File: src/rtl/interp_block_sequencer_if.sv
// Handshake and strobe bundle between the interpolation block sequencer
// (slave side) and its environment: block fetch upstream, input shift
// register, filter pipeline and output filler downstream (master side).
interface interp_block_sequencer_if;
  logic       start;
  logic       abort;
  logic       row_valid;
  logic       row_ready;
  logic       in_load_L;
  logic       filt_valid;
  logic [2:0] filt_pass;
  logic [2:0] filt_row;
  logic       out_load_L;
  logic [7:0] out_sel;
  logic       busy;
  logic       done;

  modport slave (
    input  start, abort, row_valid,
    output row_ready, in_load_L, filt_valid, filt_pass, filt_row,
           out_load_L, out_sel, busy, done
  );

  modport master (
    output start, abort, row_valid,
    input  row_ready, in_load_L, filt_valid, filt_pass, filt_row,
           out_load_L, out_sel, busy, done
  );
endinterface

File: src/rtl/interp_block_sequencer.sv
// Control FSM for one 8x8 sub-pixel interpolation block: loads the
// reference window, issues every pass/row to the filter pipeline, counts
// the filter results into the output filler and pulses done at the end.
module interp_block_sequencer #(
  parameter int ROWS_IN  = 15,
  parameter int ROWS_OUT = 8,
  parameter int PASSES   = 5,
  parameter int FILT_LAT = 3
) (
  input logic                      clock,
  input logic                      reset,
  interp_block_sequencer_if.slave  bus
);

  localparam int TOTAL = PASSES * ROWS_OUT;

  typedef enum logic [2:0] {IDLE, FILL, SETTLE, ISSUE, DRAIN, DONE} state_t;

  state_t              state_q;
  logic [3:0]          row_cnt_q;
  logic [2:0]          pass_q;
  logic [2:0]          row_q;
  logic [5:0]          out_sel_q;
  logic [FILT_LAT-1:0] vld_q;       // filt_valid delayed 1..FILT_LAT cycles
  logic                row_ready_q;
  logic                filt_valid_q;
  logic                busy_q;
  logic                done_q;

  logic accept;
  logic cap;

  assign accept = bus.row_valid & row_ready_q;
  // The oldest tap of the valid line marks a filter result on the bus now.
  assign cap    = vld_q[FILT_LAT-1];

  // Sequencer FSM with registered strobes, counters and valid delay line.
  always_ff @(posedge clock or posedge reset) begin
    if (reset) begin
      state_q      <= IDLE;
      row_cnt_q    <= '0;
      pass_q       <= '0;
      row_q        <= '0;
      out_sel_q    <= '0;
      vld_q        <= '0;
      row_ready_q  <= 1'b0;
      filt_valid_q <= 1'b0;
      busy_q       <= 1'b0;
      done_q       <= 1'b0;
    end else begin
      done_q <= 1'b0;
      // Capture path runs regardless of state so it overlaps ISSUE.
      vld_q  <= (vld_q << 1) | FILT_LAT'(filt_valid_q);
      if (cap) out_sel_q <= out_sel_q + 6'd1;

      if (bus.abort) begin
        // Abort outranks every transition, including start in IDLE.
        state_q      <= IDLE;
        row_cnt_q    <= '0;
        pass_q       <= '0;
        row_q        <= '0;
        out_sel_q    <= '0;
        vld_q        <= '0;
        row_ready_q  <= 1'b0;
        filt_valid_q <= 1'b0;
        busy_q       <= 1'b0;
      end else begin
        case (state_q)
          IDLE: if (bus.start) begin
            state_q     <= FILL;
            row_cnt_q   <= '0;
            pass_q      <= '0;
            row_q       <= '0;
            out_sel_q   <= '0;
            vld_q       <= '0;
            row_ready_q <= 1'b1;
            busy_q      <= 1'b1;
          end
          FILL: if (accept) begin
            row_cnt_q <= row_cnt_q + 4'd1;
            if (row_cnt_q == 4'(ROWS_IN - 1)) begin
              state_q     <= SETTLE;
              row_ready_q <= 1'b0;
            end
          end
          // One quiet cycle so the negedge shift register shows the window.
          SETTLE: begin
            state_q      <= ISSUE;
            filt_valid_q <= 1'b1;
            pass_q       <= '0;
            row_q        <= '0;
          end
          ISSUE: begin
            if (row_q == 3'(ROWS_OUT - 1)) begin
              row_q <= '0;
              if (pass_q == 3'(PASSES - 1)) begin
                state_q      <= DRAIN;
                filt_valid_q <= 1'b0;
                pass_q       <= '0;
              end else begin
                pass_q <= pass_q + 3'd1;
              end
            end else begin
              row_q <= row_q + 3'd1;
            end
          end
          // Leave once the final result is being captured this cycle.
          DRAIN: if (cap && out_sel_q == 6'(TOTAL - 1)) begin
            state_q <= DONE;
            done_q  <= 1'b1;
          end
          DONE: begin
            state_q   <= IDLE;
            busy_q    <= 1'b0;
            out_sel_q <= '0;
          end
          default: state_q <= IDLE;
        endcase
      end
    end
  end

  assign bus.row_ready  = row_ready_q;
  assign bus.in_load_L  = ~accept;
  assign bus.filt_valid = filt_valid_q;
  assign bus.filt_pass  = pass_q;
  assign bus.filt_row   = row_q;
  assign bus.out_load_L = ~cap;
  assign bus.out_sel    = {2'b00, out_sel_q};
  assign bus.busy       = busy_q;
  assign bus.done       = done_q;

endmodule

File: src/flat_wrapper.sv
// flat-port wrapper written by rule: the top's interface ports become plain ports
module interp_block_sequencer_flat 
#(
  parameter int ROWS_IN  = 15,
  parameter int ROWS_OUT = 8,
  parameter int PASSES   = 5,
  parameter int FILT_LAT = 3
)
  (clock, reset, bus_start, bus_abort, bus_row_valid, bus_row_ready, bus_in_load_L, bus_filt_valid, bus_filt_pass, bus_filt_row, bus_out_load_L, bus_out_sel, bus_busy, bus_done);
  interp_block_sequencer_if bus_i ();
  input logic clock;
  input logic reset;
  input wire logic [$bits(bus_i.start)-1:0] bus_start;
  input wire logic [$bits(bus_i.abort)-1:0] bus_abort;
  input wire logic [$bits(bus_i.row_valid)-1:0] bus_row_valid;
  output wire logic [$bits(bus_i.row_ready)-1:0] bus_row_ready;
  output wire logic [$bits(bus_i.in_load_L)-1:0] bus_in_load_L;
  output wire logic [$bits(bus_i.filt_valid)-1:0] bus_filt_valid;
  output wire logic [$bits(bus_i.filt_pass)-1:0] bus_filt_pass;
  output wire logic [$bits(bus_i.filt_row)-1:0] bus_filt_row;
  output wire logic [$bits(bus_i.out_load_L)-1:0] bus_out_load_L;
  output wire logic [$bits(bus_i.out_sel)-1:0] bus_out_sel;
  output wire logic [$bits(bus_i.busy)-1:0] bus_busy;
  output wire logic [$bits(bus_i.done)-1:0] bus_done;
  assign bus_i.start = bus_start;
  assign bus_i.abort = bus_abort;
  assign bus_i.row_valid = bus_row_valid;
  assign bus_row_ready = bus_i.row_ready;
  assign bus_in_load_L = bus_i.in_load_L;
  assign bus_filt_valid = bus_i.filt_valid;
  assign bus_filt_pass = bus_i.filt_pass;
  assign bus_filt_row = bus_i.filt_row;
  assign bus_out_load_L = bus_i.out_load_L;
  assign bus_out_sel = bus_i.out_sel;
  assign bus_busy = bus_i.busy;
  assign bus_done = bus_i.done;
  interp_block_sequencer #(.ROWS_IN(ROWS_IN), .ROWS_OUT(ROWS_OUT), .PASSES(PASSES), .FILT_LAT(FILT_LAT)) u_core (.clock(clock), .reset(reset), .bus(bus_i));
endmodule
File: config.mk
export PLATFORM = sky130hd
export DESIGN_NAME = interp_block_sequencer_flat
export DESIGN_NICKNAME = d
export VERILOG_FILES = /design/src/rtl/interp_block_sequencer_if.sv /design/src/rtl/interp_block_sequencer.sv /design/src/flat_wrapper.sv
export SDC_FILE = /design/constraint.sdc
export NUM_CORES = 1
export LEC_CHECK = 0
export BUFFER_PORTS_ARGS = -buffer_cell sky130_fd_sc_hd__buf_2
export CORE_MARGIN = 4
export CORE_UTILIZATION = 36
export CTS_CLUSTER_SIZE = 12
export DETAILED_ROUTE_END_ITERATION = 8
export GPL_TIMING_DRIVEN = 1
export PLACE_DENSITY = 0.67
export SKIP_CTS_REPAIR_TIMING = 1
export SLEW_MARGIN = 30
export SYNTH_ARGS = -nofsm -noshare
export SYNTH_HDL_FRONTEND = slang
export SYNTH_SLANG_ARGS = --single-unit
File: constraint.sdc
create_clock -name clock -period 2 [get_ports clock]
set_input_delay 0.3 -clock clock [delete_from_list [all_inputs] [get_ports clock]]
set_output_delay 0.3 -clock clock [all_outputs]
set_load 0.02 [all_outputs]
==> impl_results.md <==
- Seq cells post-synth: 26
- Max_cap viols: 0
- Cell count after synthesis: 138
- Largest net degree at the start of global routing: 27
- Clock buffer depth: 2
- # DRC: 0
- Unrepaired setup endpoints after global routing: false
- Pwr dens: 660 nW/um2
- EDFF count, synth: 0
- Cts bufs inserted: 3
- First-pass GRT wire length: 4760 um
- Die area: 4820 um2
- Post-synth top area share: 0.479
- Layout cells sized above 1: 0.208
- Critical Path RT: 2.19 ns
- H-tree levels: 1
- Avg Cell Area, Syn: 9.84 um2
- Vias in the first global route: 1045
- Final Skew: 0.0115 ns
- Max Slew Vio Count: 0
- Hold Fails Final Rpt: 0
- Floorplan row count: 22
- HPWL reported at the end of detailed placement: 1990 um
- Synth area leader: dfrtp_1
- Peak VDD IR: 0.662 mV
- Worst Path Max Fanout: 13
- Routed Antenna Nets: 0
- Type of origin of the critical path: flip-flop
- WL per Instance: 13.0 um
- Antenna violations before repair: 0
- CP Capture Type: flip-flop
- Final wirelength: 2700 um
- Count leader, synth: dfrtp_1
- Commonest cells post-synth: dfrtp_1, nor2_1, nand2_1
- Area delta synth->final: 16.0%
- Initial Utilization: 0.371
- Root Buffer: clkbuf_8
- Post-DP Area: 1500 um2
- Ant. Diodes: 0
- Final global-route overflow total: 0
- Die W: 69.4 um
- Synthesis Warnings: 0
- Sinks on Clock Net: 26
- Gpl congestion: 0.736
- DR iter-0 viols: 19
- PortBufs: 22
- Tcrit/Tclk final: 0.875
- Status: finished, final reports clean
- Drt first pass iters: 4
- Async S/R FF share, synth: 1.00
- Die height: 69.4 um
- Core area: 3660 um2
- Min Tclk post-route: 1.75 ns
- Yosys cell types: 41
- I/O pins: 25
- WS Path Type: flip-flop to flip-flop
- Clock Latency Late Sink: 0.28 ns
- # setup viols final: 0
- Post-route cell area: 1580 um2
- Synth Flop Type: dfrtp_1
- Vias per inst: 5.01
- Largest cells by area after synthesis: dfrtp_1, ha_1, nor2_1
- Leakage: 0.777 nW
- DR vias: 1037
- Share of the yosys chip area belonging to registers: 0.479
- CP arrival: 1.94 ns
- Min-Delay Path Class: input port to async pin
- Clock slew at reported path FFs: 0.09 ns
- Fmax: 572 MHz
- CTS tree: done
- Nets: 172
- Setup TNS: 0 ns
- GRT Util Overall: 0.122
- Synthesized cell area: 1360 um2
[critical path, stage by stage, from the launching register on]
cell and delay [ns]:
dfrtp_1 0.55, and3_1 0.35, o21ai_2 0.11, or4_1 0.48, a21oi_1 0.17
[layout by cell type, fill, tap and decap left out, types with 3 or more instances in the layout]
cell type | synthesis | final
clkbuf_8 | 0 | 3
buf_2 | 1 | 22
nor2_1 | 13 | 13
inv_1 | 6 | 6
dfrtp_1 | 26 | 26
a21oi_1 | 9 | 9
nand2_1 | 12 | 12
xor2_1 | 4 | 4
nand4_1 | 4 | 4
o21ai_1 | 4 | 4
and3_1 | 3 | 3
ha_1 | 7 | 7
nand3_1 | 5 | 5
and2_1 | 4 | 4
[through the flow]
step	setup WS (ns)	power (mW)	util	hold slack, ns	cells
CTS	0.263	1.05	0.430	0.0654	207
finish	0.251	1.04	0.430	0.0551	207
global route	0.142	1.09	0.430	0.0921	207
floorplan	0.378	0.599	-	0.340	139
detailed placement	0.300	0.618	0.411	0.369	203
global placement	0.398	0.616	0.411	0.367	203
[power by group]
| part | internal (mW) | leakage [nW] | switching [mW] |
|---|---|---|---|
| combinational | 0.0220 | 0.382 | 0.0467 |
| sequential | 0.530 | 0.359 | 0.00747 |
| clock | 0.268 | 0.0357 | 0.165 |
[per-layer routing]
| metal | vias up | share of wire | global-route usage | wire length (um) |
|---|---|---|---|---|
| li1 | 515 | - | - | - |
| met1 | 496 | 0.44 | 0.151 | 1190 |
| met2 | 21 | 0.50 | 0.206 | 1340 |
| met3 | 5 | 0.051 | 0.0377 | 138 |
| met4 | 0 | 0.011 | 0.0325 | 29 |
| met5 | - | 0 | 0 | 0 |
[state kept, by name, summed over array words and instances, names as in the netlist]
name / flops
u_core.bus.done: 1
u_core.bus.filt_row: 3
u_core.bus.row_ready: 1
u_core.bus.busy: 1
u_core.row_cnt_q: 4
u_core.out_sel_q: 6
u_core.vld_q: 3
u_core.bus.filt_valid: 1
u_core.bus.filt_pass: 3
u_core.state_q: 3
[worst paths after layout]
| check | startpoint | endpoint | slack [ns] | cells after the start |
|---|---|---|---|---|
| max reg2reg | u_core.state_q[0] | u_core.row_cnt_q[1] | 0.25 | 4 |
| min reg2reg | u_core.vld_q[0] | u_core.vld_q[1] | 0.46 | 1 |
| min | reset | u_core.bus.filt_pass[2] | 0.06 | 3 |
| min in group clock | bus_abort | u_core.state_q[2] | 0.39 | 2 |
| max in group asynchronous | reset | u_core.row_cnt_q[2] | 1.69 | 3 |
| max | u_core.state_q[0] | u_core.row_cnt_q[1] | 0.25 | 4 |
[kinds of logic (layout without fill, tap and decap cells)]
group,after synthesis,count (layout),synth area share
mux,3,3,0.0230
flops,26,26,0.479
buf+inv,14,34,0.0479
fa+ha+maj,7,7,0.0645
compound gates,27,27,0.134
simple gates,54,54,0.210
other cells,1,2,0.00276
xor+xnor,6,6,0.0387
[layout make-up]
class,count,area [um2]
clock buffer,3,41.3
clock inverter,1,30.0
fill,353,2090
inverter,6,22.5
multi-input combinational,99,646
sequential,26,651
tap,48,60.1
timing repair buffer,24,125
(Power assumes the default switching activity.)
